==> config.mk <==
export PLATFORM = sky130hd
export DESIGN_NAME = wasca_abus_ram_adapter
export DESIGN_NICKNAME = d
export VERILOG_FILES = /design/src/rtl/wasca_abus_ram_adapter.sv
export SDC_FILE = /design/constraint.sdc
export NUM_CORES = 1
export LEC_CHECK = 0
export BUFFER_PORTS_ARGS = -buffer_cell sky130_fd_sc_hd__buf_2
export CAP_MARGIN = 20
export CELL_PAD_IN_SITES_DETAIL_PLACEMENT = 1
export CELL_PAD_IN_SITES_GLOBAL_PLACEMENT = 1
export CORE_MARGIN = 3
export CORE_UTILIZATION = 38
export CTS_CLUSTER_SIZE = 40
export DETAILED_ROUTE_END_ITERATION = 6
export MAX_ROUTING_LAYER = met4
export PLACE_DENSITY_LB_ADDON = 0.1
export SLEW_MARGIN = 20
export SYNTH_ARGS = -nofsm -noshare
export SYNTH_HDL_FRONTEND = slang
export SYNTH_SLANG_ARGS = --single-unit
==> constraint.sdc <==
create_clock -name clk -period 3 [get_ports clk]
set_input_delay 0.15 -clock clk [delete_from_list [all_inputs] [get_ports clk]]
set_output_delay 0.15 -clock clk [all_outputs]
set_load 0.005 [all_outputs]
==> src/rtl/wasca_abus_ram_adapter.sv <==
// Bridges 16-bit A-bus halfword requests onto the 32-bit byte-enabled single-port RAM.
// Latency: write ack 2 cycles, read ack 3 cycles; no backpressure, requests while busy are dropped and flagged.
module wasca_abus_ram_adapter #(
    parameter int NUM_WORDS = 15000,
    parameter int ADDR_W    = 14
) (
    input  logic              clk,
    input  logic              reset,
    input  logic              host_req,
    input  logic              host_wr,
    input  logic [ADDR_W:0]   host_addr,
    input  logic [1:0]        host_be,
    input  logic [15:0]       host_wdata,
    output logic [15:0]       host_rdata,
    output logic              host_ack,
    output logic              host_busy,
    output logic              host_overrun,
    output logic [15:0]       err_count,
    output logic [ADDR_W-1:0] ram_address,
    output logic [3:0]        ram_byteenable,
    output logic              ram_chipselect,
    output logic              ram_write,
    output logic [31:0]       ram_writedata,
    output logic              ram_clken,
    output logic              ram_reset_req,
    input  logic [31:0]       ram_readdata
);

    localparam logic [ADDR_W:0] LP_NUM_WORDS = NUM_WORDS[ADDR_W:0];

    typedef enum logic [1:0] {
        S_IDLE    = 2'd0,
        S_ISSUE   = 2'd1,
        S_CAPTURE = 2'd2,
        S_DONE    = 2'd3
    } state_t;

    state_t          r_state;
    state_t          w_state_nxt;

    logic            r_wr;
    logic [ADDR_W:0] r_addr;
    logic [1:0]      r_be;
    logic [15:0]     r_wdata;
    logic            r_in_range;
    logic [15:0]     r_rdata;
    logic            r_overrun;
    logic [15:0]     r_err_count;
    logic            w_req_in_range;

    assign w_req_in_range = ({1'b0, host_addr[ADDR_W:1]} < LP_NUM_WORDS);

    always_ff @(posedge clk or posedge reset) begin
        if (reset) begin
            r_state <= S_IDLE;
        end else begin
            r_state <= w_state_nxt;
        end
    end

    always_comb begin
        w_state_nxt = r_state;
        case (r_state)
            S_IDLE:    if (host_req) w_state_nxt = S_ISSUE;
            S_ISSUE:   w_state_nxt = r_wr ? S_DONE : S_CAPTURE;
            S_CAPTURE: w_state_nxt = S_DONE;
            S_DONE:    w_state_nxt = S_IDLE;
            default:   w_state_nxt = S_IDLE;
        endcase
    end

    // Strobes are gated by the range check so an out-of-range access never touches the RAM.
    always_comb begin
        host_ack       = 1'b0;
        host_busy      = 1'b1;
        ram_chipselect = 1'b0;
        ram_write      = 1'b0;
        case (r_state)
            S_IDLE:  host_busy = 1'b0;
            S_ISSUE: begin
                ram_chipselect = r_in_range;
                ram_write      = r_wr & r_in_range;
            end
            S_DONE:  host_ack = 1'b1;
            default: ;
        endcase
    end

    always_ff @(posedge clk or posedge reset) begin
        if (reset) begin
            r_wr        <= 1'b0;
            r_addr      <= '0;
            r_be        <= 2'b00;
            r_wdata     <= 16'h0000;
            r_in_range  <= 1'b0;
            r_rdata     <= 16'h0000;
            r_overrun   <= 1'b0;
            r_err_count <= 16'h0000;
        end else begin
            if (r_state == S_IDLE && host_req) begin
                r_wr       <= host_wr;
                r_addr     <= host_addr;
                r_be       <= host_be;
                r_wdata    <= host_wdata;
                r_in_range <= w_req_in_range;
            end
            if (r_state != S_IDLE && host_req) begin
                r_overrun <= 1'b1;
            end
            if (r_state == S_ISSUE && !r_in_range && r_err_count != 16'hFFFF) begin
                r_err_count <= r_err_count + 16'd1;
            end
            if (r_state == S_CAPTURE) begin
                if (r_in_range) begin
                    r_rdata <= r_addr[0] ? ram_readdata[31:16] : ram_readdata[15:0];
                end else begin
                    r_rdata <= 16'hFFFF;
                end
            end
        end
    end

    assign host_rdata     = r_rdata;
    assign host_overrun   = r_overrun;
    assign err_count      = r_err_count;
    assign ram_address    = r_addr[ADDR_W:1];
    assign ram_byteenable = r_addr[0] ? {r_be, 2'b00} : {2'b00, r_be};
    assign ram_writedata  = {r_wdata, r_wdata};
    assign ram_clken      = ~reset;
    assign ram_reset_req  = 1'b0;

endmodule
==> results, run 1 <==
- STA classifies the critical path endpoint as a flip-flop.
- The area growth from synthesis to layout is 28.16%.
- The routed design uses 4.405 mm of met2 wire.
- Once the floorplan was initialized, standard cells occupied 39.81% of the core.
- On the final layout, the worst hold slack is 0.03608 ns.
- For this design, the sink count on the clock tree is 70.
- The total power per unit cell area is 947.9 nW/um^2.
- Row generation in the floorplan step produced 33 rows.
- The critical path is of the flip-flop to flip-flop type.
- Dividing the detail-routed via count by the number of cells gives 4.792.
- The die width is 99.71 um.
- The met3 routed wirelength is 505 um.
- At the pin with the least slew margin, the transition time is 0.9439 ns.
- The leakage power of the design is 2.193 nW.
- Along the worst path, the maximum fanout reaches 20.
- The routability congestion estimate from global placement is 0.7441.
- The final-report max-slew violation count is 0.
- For this run, the share of the core covered by cells in the final layout is 51.02%.
- The total global routing track utilization is 17.32%.
- The total setup buffers inserted after CTS is 0.
- The core region is 8382 um^2.
- The wire-length estimate of the detail-placed layout is 6.290 mm.
- Averaged over all synthesized cells, the footprint is 11.83 um^2.
- The first routing iteration left 11 violations.
- The detailed router placed 2511 vias in this run.
- The number of warnings printed during yosys synthesis is 0.
- Sequential cells burn 40.1% of the power.
- In this run, synthesis inferred 0 flip-flops with an integrated enable.
- The final-stage net count is 489.
- The global-route wire length before repair is 13.21 mm.
- The I/O pin total is 158.
- Signal routing reaches up to met4.
- The total number of H-tree levels is 3.
- The proportion of total power due to net switching is 32.82%.
- The CTS clock-pin slew for the worst setup and hold paths is 0.08 ns.
- In the synthesized netlist, the number of instances is 282.
- Counting instances, the worst hold path has a depth of 2.
- The number of gates resized after CTS was 0.
- Setup slack on the worst reg-to-reg path comes out at 0.98 ns.
- In this run the remaining antenna-violating nets after routing total 0.
- The number of antenna diodes is 0.
- Summing all placed instances gives a cell area of 4019 um^2.
- The clock reaches the later pin of the worst-skew pair after 0.34 ns.
- The number of port buffers is 156.
- In this run the critical register-to-register path is launched from r_state[0].
- The floorplan die area is 9942 um^2.
- The number of global-route vias before repair is 2735.
- The top cell type by area accounts for 52.49% of the synthesized area.
- For this run, the top clock speed supported by timing is 494.9 MHz.
- Yosys attributes the largest share of cell area to sky130_fd_sc_hd__dfrtp_1 52%, sky130_fd_sc_hd__mux2_2 11%, sky130_fd_sc_hd__buf_4 7.0%.
- The total CTS buffers is 9.
- The number of setup violations in the final report is 0.
- In the synthesized netlist the async set-or-reset flop fraction comes to 100.0%.
- The cell area after synthesis is 3337 um^2.
- The final number of hold-violating endpoints is 0.
- In this run, the combinational gates consume 37.0% of the power.
- Setup repair after global routing left no endpoint under its margin.
- The pin count of the biggest net entering global routing is 42.
- TritonCTS built the clock tree.
- The net switching power of the design is 1.331 mW.
- The count of cells along the worst register-to-register path is 5.
- In this run the critical register-to-register path is captured at r_be[0].
- Once layout is done, the placed cells without fillers occupy 4277 um^2.
- The unique cell type count in the Yosys netlist is 40.
- Wires add up to 8.236 mm.
- The launch instance of the worst min-delay path is host_wdata[4].
- Summed over all layers, the global routing overflow is 0.
- The final routed DRC violation total is 0.
- For the worst setup path, the data arrival time is 2.24 ns.
- The most common flop cell mapped by yosys is sky130_fd_sc_hd__dfrtp_1.
- In this run, synthesis produced a sequential element count of 70.
- The filler cell count is 960.
- The number of detailed-route iterations in the first pass is 4.
- The internal power is 2.723 mW.
- For this block, wires on met1 add up to 3.315 mm.
- After layout, the minimum clock period comes to 2.021 ns.
- Across the run, the number of max-cap violations was 0.
- Sequential cells were found to cover 52.49% of the synthesized design area.
- The maximum vdd drop is 0.5521 mV.
- The final worst clock skew is 0.01249 ns.
- The share of power burned in the clock network is 23.0%.
- The dominant cell type by area after synthesis is sky130_fd_sc_hd__dfrtp_1.
- The tree is rooted in a sky130_fd_sc_hd__clkbuf_8.
- Measured against its own limit, the worst slew margin works out to 37.07%.
- For hold timing, the worst endpoint is r_wdata[4].
- The min-delay analysis places its worst path in the category input port to flip-flop.
- The critical path required time is 3.22 ns.
- The total negative setup slack is 0 ns.
- The flow ran to the end, and the final reports show no timing, DRC or antenna violations.
- No sink is reached through more buffers than the 2 on the longest clock path.
- The startpoint class of the critical path is a flip-flop.
- The fraction of layout instances using a drive strength above 1 is 51.55%.
- The y dimension of the die is 99.71 um.
- The number of nets in the synthesized netlist is 357.
- The initial antenna violation count is 0.
- After detailed routing, the average wire length per cell comes to 15.72 um.
- Of the available clock period, the critical path in the final layout requires 67.35%.
[placed cells by master, fill, tap and decap left out, drive strengths merged, types with 6 or more instances in the layout]
cell type,netlist,layout
buf,37,160
xnor2,7,7
mux2,35,35
nand2,9,9
ha,6,6
clkbuf,3,11
xor2,6,6
inv,7,7
nor2,20,20
a21oi,18,18
nand3,8,8
dfrtp,70,70
mux2i,16,16
o21ai,6,6
[synth_stat cells (all sizes together) (4+ instances only)]
cell type	count
nand4	4
dfrtp	70
xor2	6
buf	37
nor4	4
ha	6
mux2i	16
o21ai	6
xnor2	7
and2	4
nor2	20
inv	7
mux2	35
nand2	9
nand3	8
a21oi	18
[registers in the layout, summed over array words and instances (netlist names)]
register and cells:
err_count 16, host_overrun 1, host_rdata 16, r_addr 15, r_be 2, r_in_range 1, r_state 2, r_wdata 16
r_wr 1
[per-layer routing]
metal | GRT usage, % | vias to the layer above
li1 | - | 1198
met1 | 18.95 | 1228
met2 | 30.37 | 83
met3 | 5.750 | 2
met4 | 4.097 | 0
met5 | - | -
[logic make-up (layout without fill, tap and decap cells)]
| kind of cell | count (synthesis) | count (layout) | synth area share (%) |
|---|---|---|---|
| DFF | 70 | 70 | 52.49 |
| and+or+nand+nor | 66 | 66 | 11.47 |
| muxes | 51 | 51 | 16.72 |
| buffers and inverters | 47 | 184 | 8.961 |
| AOI/OAI and AO/OA | 28 | 28 | 4.575 |
| xor gates and xnor gates | 13 | 13 | 3.412 |
| adders and majority gates | 6 | 6 | 2.250 |
| other | 1 | 1 | 0.1124 |
[area by class of cell]
type / count / area [um^2] / share of cell area (%)
Clock inverter: 5 / 106.4 / 2.487
Sequential cell: 70 / 1752 / 40.96
Inverter: 7 / 26.28 / 0.6144
Tap cell: 105 / 131.4 / 3.072
Clock buffer: 11 / 141.4 / 3.306
Multi-Input combinational cell: 165 / 1286 / 30.08
Timing Repair Buffer: 161 / 833.3 / 19.49
[per-stage QoR]
step                      std cells  setup slack, ns  power (mW)
final                           524           0.9794       4.054
after global routing            524           0.8064       4.379
after CTS                       524           0.9525       4.150
after detailed placement        507           0.9657       3.190
after global placement          507            1.018       3.111
after floorplan                 282            1.043       2.688
[worst max path at each step]
stage / to / cells past startpoint / start / slack [ns]
after floorplan: err_count[0] / 1 / reset / 1.04
after global placement: r_addr[0] / 5 / r_state[0] / 1.02
after detailed placement: r_addr[10] / 5 / r_state[0] / 0.97
after CTS: r_addr[10] / 5 / r_state[0] / 0.95
after global routing: err_count[14] / 6 / r_state[1] / 0.81
final: r_be[0] / 5 / r_state[0] / 0.98
[critical path, cell delays in order (launching register included)]
cell and delay (ns):
sky130_fd_sc_hd__dfrtp_1 0.41, sky130_fd_sc_hd__inv_1 0.11, sky130_fd_sc_hd__ha_1 0.26, sky130_fd_sc_hd__nand2_1 0.53
sky130_fd_sc_hd__buf_12 0.25, sky130_fd_sc_hd__mux2_2 0.34
[power groups by stage]
| stage | Clock [mW] | Combinational [mW] | Sequential (mW) |
|---|---|---|---|
| 2_1_floorplan | 0 | 1.11 | 1.57 |
| 3_3_place_gp | 0 | 1.49 | 1.62 |
| 3_5_place_dp | 0 | 1.54 | 1.65 |
| 4_1_cts | 0.965 | 1.55 | 1.63 |
| 5_1_grt | 1.01 | 1.68 | 1.69 |
| 6_report | 0.931 | 1.50 | 1.62 |
[repair_timing]
action | CTS | global route
hold endpoints to repair | 11 | 0
setup endpoints to repair | 0 | 0
hold buffers | 1 | 0
No activity file was read; power rests on OpenSTA's default activity.
==> run 2: changes to the inputs <==
--- a/config.mk
+++ b/config.mk
@@ -10,7 +10,7 @@
 export CELL_PAD_IN_SITES_DETAIL_PLACEMENT = 1
 export CELL_PAD_IN_SITES_GLOBAL_PLACEMENT = 1
 export CORE_MARGIN = 3
-export CORE_UTILIZATION = 38
+export CORE_UTILIZATION = 35
 export CTS_CLUSTER_SIZE = 40
 export DETAILED_ROUTE_END_ITERATION = 6
 export MAX_ROUTING_LAYER = met4
==> constraint.sdc (replaced) <==
create_clock -name clk -period 1.9 [get_ports clk]
set_input_delay 0.095 -clock clk [delete_from_list [all_inputs] [get_ports clk]]
set_output_delay 0.095 -clock clk [all_outputs]
set_load 0.005 [all_outputs]
==> results, run 2 (same netlist as run 1, synthesis figures left out) <==
- The number of setup violations in the final report is 0.
- The iteration-0 DRC count of the detailed router is 72.
- The power share of the combinational group is 41.4%.
- The peak fanout along the critical path is 6.
- Global routing finished with a remaining overflow of 0.
- The H-tree generated during clock tree synthesis spans 3 levels.
- The leakage power of the design is 2.317 nW.
- The number of global-route vias before repair was 2865.
- The tool flagged a number of max-cap violations equal to 0.
- Setup repair after global routing left no endpoint under its margin.
- The final routed DRC violation total is 0.
- The most common cell after layout, fill and taps aside is sky130_fd_sc_hd__buf_2.
- The final number of hold-violating endpoints came to 0.
- The share of power burned in the clock network is 18.7%.
- The final cycle utilization of the critical path is 91.16%.
- The TritonCTS clock tree is built.
- The placeable core region is 9240 um^2.
- The launch instance of the worst min-delay path is host_addr[10].
- For the worst setup path, the data required time is 2.16 ns.
- In the layout the commonest cells are 156 x sky130_fd_sc_hd__buf_2, 70 x sky130_fd_sc_hd__dfrtp_1, 34 x sky130_fd_sc_hd__mux2_2.
- At the later pin of the worst-skew pair, clock insertion delay measures 0.34 ns.
- The floorplan die area is 10740 um^2.
- The worst hold path was traced through 2 stages.
- The post-route minimum period is 1.732 ns.
- After detailed routing, the total wire length is 8.509 mm.
- From bottom edge to top edge, the die measures 103.6 um.
- After detailed placement, the design holds a cell count of 535.
- The worst register-to-register path ends at err_count[15].
- Power comes to 6.184 mW.
- After clock tree synthesis, the repair step resized 0 gates.
- The run finished with clean final reports.
- The share of total power dissipated in sequential elements is 40.0%.
- STA classifies the critical path startpoint as a flip-flop.
- The maximum count of clock buffers along a single path is 2.
- The register-to-register path setup slack is 0.17 ns.
- The maximum vdd drop is 0.6574 mV.
- The slew of the pin with the lowest slew margin is 0.5873 ns.
- The total global routing track utilization is 16.79%.
- The total vias in the final route is 2653.
- Entering global routing, the biggest net connects 71 pins.
- The finished layout holds 584 standard cells, fillers aside.
- 0 antenna diodes ended up in the layout.
- The count of buffers added on input and output ports is 156.
- The routed wire length per instance is 14.57 um.
- The critical path is of the flip-flop to flip-flop type.
- The routability congestion estimate from global placement is 0.7458.
- The global-route wire length before repair is 14.13 mm.
- The area growth from synthesis to layout is 38.10%.
- Using the TritonRoute via totals, the vias-per-cell ratio works out to 4.543.
- Clock-pin slew was measured on the worst setup and hold paths at 0.07 ns.
- The net switching power of the design is 2.108 mW.
- In this run, CTS created clock tree buffers numbering 9.
- For hold timing, the worst endpoint is r_addr[10].
- The clock sink count is 70.
- Once the floorplan was initialized, standard cells occupied 36.11% of the core.
- The startpoint of the lowest-slack register-to-register path is r_state[1].
- Setup total negative slack on the finished layout was measured at 0 ns.
- The kind of path behind the tightest hold check is input port to flip-flop.
- After legalization and detailed placement, the total HPWL measured 6.022 mm.
- Data arrives at the worst endpoint at 1.99 ns.
- The final-stage net count is 525.
- Before antenna repair, the detailed router went through 4 iterations.
- Across the routed clock network, the largest skew measured is 0.01210 ns.
- The die width is 103.6 um.
- The relative slew slack is 60.85%.
- The internal power is 4.076 mW.
- The initialized floorplan defines 35 standard-cell rows.
- Of the cells placed in the final design, the portion with a size suffix greater than 1 is 47.91%.
- The detail route stage leaves a number of antenna-violating nets equal to 0.
- For the worst flop-to-flop path, the logic depth is 6.
- The final-report max-slew violation count is 0.
- The initial antenna violation count is 0.
- The proportion of total power due to net switching is 34.09%.
- The I/O pin total is 158.
- In this run the clock root is driven by a sky130_fd_sc_hd__clkbuf_8.
- STA classifies the critical path endpoint as a flip-flop.
- Based on the critical path, the design can be clocked at up to 577.3 MHz.
- The total power per unit cell area is 1342 nW/um^2.
-- run 2: worst max path at each step --
stage / start / cells past startpoint / to / slack (ns)
floorplan: err_count[0] / 5 / err_count[1] / 0.23
global placement: err_count[1] / 5 / err_count[1] / 0.17
detailed placement: err_count[1] / 5 / err_count[1] / 0.09
CTS: err_count[1] / 5 / err_count[1] / 0.07
global route: r_state[1] / 6 / err_count[15] / 0.0001
finish: r_state[1] / 6 / err_count[15] / 0.17
-- run 2: metrics by stage --
stage	instance area [um^2]	setup WS (ns)	utilization, %	hold slack, ns
3_3_place_gp	4095	0.1692	44.32	0.2683
2_1_floorplan	3341	0.2312	-	0.2156
4_1_cts	4598	0.06827	49.76	0.0001339
5_1_grt	4608	0.0001412	49.87	0.01156
6_report	4608	0.1679	49.87	0.02987
3_5_place_dp	4095	0.08570	44.32	0.2660
-- run 2: cell type report --
class | count | area (um^2)
clock buffers | 12 | 135.1
clock inverters | 4 | 47.55
flip-flops and latches | 70 | 1752
multi-input cells | 165 | 1286
repair buffers | 197 | 1196
well taps | 129 | 161.4
fillers | 1048 | 4632
inverters | 7 | 30.03
-- run 2: power groups by stage --
stage	registers (mW)	clock network [mW]	logic, mW
CTS	2.47	1.20	2.61
finish	2.47	1.15	2.56
detailed placement	2.49	0	2.56
global route	2.56	1.28	2.87
global placement	2.45	0	2.50
floorplan	2.49	0	1.76
-- run 2: worst max-delay path, stage by stage, from the launching register on --
cell	delay (ns)
sky130_fd_sc_hd__dfrtp_1	0.42
sky130_fd_sc_hd__inv_1	0.13
sky130_fd_sc_hd__ha_1	0.26
sky130_fd_sc_hd__nand4b_1	0.20
sky130_fd_sc_hd__nor3_2	0.25
sky130_fd_sc_hd__and4_1	0.25
sky130_fd_sc_hd__xor2_1	0.15
-- run 2: layer usage --
layer | share of wire (%) | track usage (%)
met5 | 0 | -
met4 | 1.1 | 5.983
met3 | 5.0 | 4.361
met2 | 53 | 28.46
met1 | 41 | 19.32
-- run 2: what timing repair did --
item,CTS,global route
hold buffers,32,1
buffers inserted,0,0
endpoints found under the setup margin,0,1
hold endpoints to repair,101,1
==> run 3: changes to the inputs <==
--- a/config.mk
+++ b/config.mk
@@ -13,6 +13,7 @@
 export CORE_UTILIZATION = 35
 export CTS_CLUSTER_SIZE = 40
 export DETAILED_ROUTE_END_ITERATION = 6
+export HOLD_SLACK_MARGIN = 0.15
 export MAX_ROUTING_LAYER = met4
 export PLACE_DENSITY_LB_ADDON = 0.1
 export SLEW_MARGIN = 20
==> results, run 3 (same netlist as run 1, synthesis figures left out) <==
- The flow ran to the end, and the final reports show no timing, DRC or antenna violations.
- Hold is met by 0.4284 ns.
- The TritonCTS clock tree is built.
- The longest individual stage delay on the worst path is 0.42 ns.
- The number of antenna diodes is 0.
- Across the run, the number of max-cap violations was 0.
- The power share of the combinational group is 43.2%.
- The final-report max-slew violation count came to 0.
- Along the worst path, the maximum fanout reaches 6.
- The library cells used most frequently in the layout, excluding fill and tap cells, are 156 x sky130_fd_sc_hd__buf_2, 70 x sky130_fd_sc_hd__dfrtp_1, 68 x sky130_fd_sc_hd__dlygate4sd3_1.
- In the post-route analysis, the smallest setup slack over all paths is 0.1715 ns.
- The critical path goes through inv_1, ha_1, nand4b_1, nor3_2, and4_1, xor2_1.
- Once detailed placement completed, the half-perimeter wirelength came to 6.022 mm.
- The first global-routing pass estimated 15.47 mm of wire.
- Setup repair after global routing left no endpoint under its margin.
- The initial antenna violation count is 0.
- The iteration-0 DRC count of the detailed router is 70.
- The detailed router placed 2816 vias in this run.
- The final number of hold-violating endpoints was 0.
- The critical path required time is 2.16 ns.
- Together, buffers and inverters on the worst path number 1.
- The total negative setup slack is 0 ns.
- For the worst setup path, the data arrival time is 1.99 ns.
- CTS built an H-tree with a depth of 3.
- On the final layout, the worst clock skew is 0.01002 ns.
- The final layout contains routed wiring with a total length of 9.237 mm.
- Per report_power, the sequential group accounts for 38.8% of the total.
- The y dimension of the die is 103.6 um.
- The total power per unit cell area is 1287 nW/um^2.
- The post-route minimum period is 1.729 ns.
- The net switching power of the design is 2.155 mW.
- The type of the setup path with the least slack is flip-flop to flip-flop.
- The CTS clock-pin slew for the worst setup and hold paths is 0.08 ns.
- The pre-CTS setup slack is 0.08570 ns.
- The initial core utilization is 36.11%.
- The slew of the pin with the lowest slew margin is 0.5867 ns.
- Global routing used 18.36% of the available tracks across all layers.
- STA classifies the critical path startpoint as a flip-flop.
- The number of global-route vias before repair is 3137.
- The post-detailed-route via-to-cell ratio is 4.549.
- The routed wire length per instance is 14.92 um.
- The floorplan step defined a die boundary enclosing 10740 um^2.
- The critical-path cell with the highest stage delay is sky130_fd_sc_hd__dfrtp_1.
- The most common cell after layout, fill and taps aside is sky130_fd_sc_hd__buf_2.
- The clock latency of the later-clocked register in the worst-skew pair is 0.33 ns.
- The layout overhead on the synthesized area is 48.59%.
- In the final layout, the multi-input gates occupy 1286 um^2.
- Internal power comes to 4.228 mW.
- The final layout contains 560 nets.
- The relative slew slack is 60.89%.
- Net switching is 33.76% of the power.
- The cell row count is 35.
- Global routing finished with a remaining overflow of 0.
- The number of setup violations in the final report is 0.
- CTS placed an instance of sky130_fd_sc_hd__clkbuf_8 at the clock tree root.
- The filler cell count is 1048.
- After detailed routing, the number of remaining DRC violations is 0.
- The routability congestion estimate from global placement is 0.7458.
- The final instance count without filler cells is 619.
- The total area inside the core boundary comes to 9240 um^2.
- The pre-antenna-repair detailed-routing pass consisted of 4 iterations.
- After layout, the worst path uses 90.98% of the clock period.
- The register area is 1752 um^2.
- The number of cells in the design after placement is 535.
- For this run, the share of the core covered by cells in the final layout is 53.66%.
- The fraction of layout instances using a drive strength above 1 is 44.49%.
- In this run, CTS created clock tree buffers numbering 9.
- The leakage power of the design is 2.463 nW.
- The clock sink count is 70.
- The die is 103.6 um wide.
- The type of destination of the critical path is a flip-flop.
- Port buffering added 156 buffers.
- Pin placement for this block handled 158 I/O pins.
- Across the VDD grid, the largest voltage drop is 0.6348 mV.
- Across all register-to-register paths, the minimum setup slack is 0.17 ns.
- The share of power burned in the clock network is 18.0%.
- The maximum count of clock buffers along a single path is 2.
- The count of nets left with antenna violations after detail routing is 0.
- Post-CTS timing repair inserted 0 buffers for setup.
- The kind of path behind the tightest hold check is input port to async pin.
- Among cell families on the critical path, the largest total delay comes from simple AND/OR/NAND/NOR gates.
- Based on the critical path, the design can be clocked at up to 578.5 MHz.
- Post-CTS repair changed the size of 0 cells.
- The pin count of the biggest net entering global routing is 71.
==> run 3: changes by cell type in the layout (fill, tap and decap cells not counted) <==
cell	delta
sky130_fd_sc_hd__dlygate4sd3_1	+35
==> run 3: cell type report <==
| type | instances | share of cell area (%) |
|---|---|---|
| clock buffer | 12 | 2.725 |
| clock inverter | 4 | 0.9589 |
| inverter | 7 | 0.6056 |
| multi-input combinational | 165 | 25.94 |
| sequential | 70 | 35.33 |
| tap | 129 | 3.255 |
| timing repair buffer | 232 | 31.19 |
==> run 3: routing by layer <==
layer | GRT usage, % | routed length (um)
met2 | 32.85 | 4992
met1 | 20.17 | 3712
met3 | 4.174 | 416
met5 | - | 0
met4 | 6.268 | 115
==> run 3: final timing paths <==
path                              startpoint  depth (start not counted)       endpoint
worst min-delay path                   reset                          4  host_rdata[5]
max in group asynchronous              reset                          4     r_state[1]
worst max-delay path              r_state[1]                          6  err_count[15]
min in group clk                host_overrun                          1   host_overrun
worst min register to register  host_overrun                          1   host_overrun
worst max register to register    r_state[1]                          6  err_count[15]
==> run 3: per-stage QoR <==
stage,cell area (um^2),total power [mW]
after floorplan,3341,4.245
after global placement,4095,4.950
after detailed placement,4095,5.051
after CTS,4959,6.454
after global routing,4959,6.903
final,4959,6.383
==> run 3: repair_timing <==
action	CTS	global route
setup endpoints to repair	0	1
hold endpoints to repair	123	0
hold buffers	68	0
==> run 3: worst register-to-register path, cell delays in order, from the launching register on <==
cell	delay [ns]
sky130_fd_sc_hd__dfrtp_1	0.42
sky130_fd_sc_hd__inv_1	0.13
sky130_fd_sc_hd__ha_1	0.26
sky130_fd_sc_hd__nand4b_1	0.20
sky130_fd_sc_hd__nor3_2	0.25
sky130_fd_sc_hd__and4_1	0.25
sky130_fd_sc_hd__xor2_1	0.15
==> run 3: power groups by stage <==
| stage | logic, mW | registers, mW | clock network [mW] |
|---|---|---|---|
| 6_report | 2.76 | 2.47 | 1.15 |
| 3_5_place_dp | 2.56 | 2.49 | 0 |
| 4_1_cts | 2.79 | 2.47 | 1.20 |
| 5_1_grt | 3.07 | 2.56 | 1.27 |
| 3_3_place_gp | 2.50 | 2.45 | 0 |
| 2_1_floorplan | 1.76 | 2.49 | 0 |
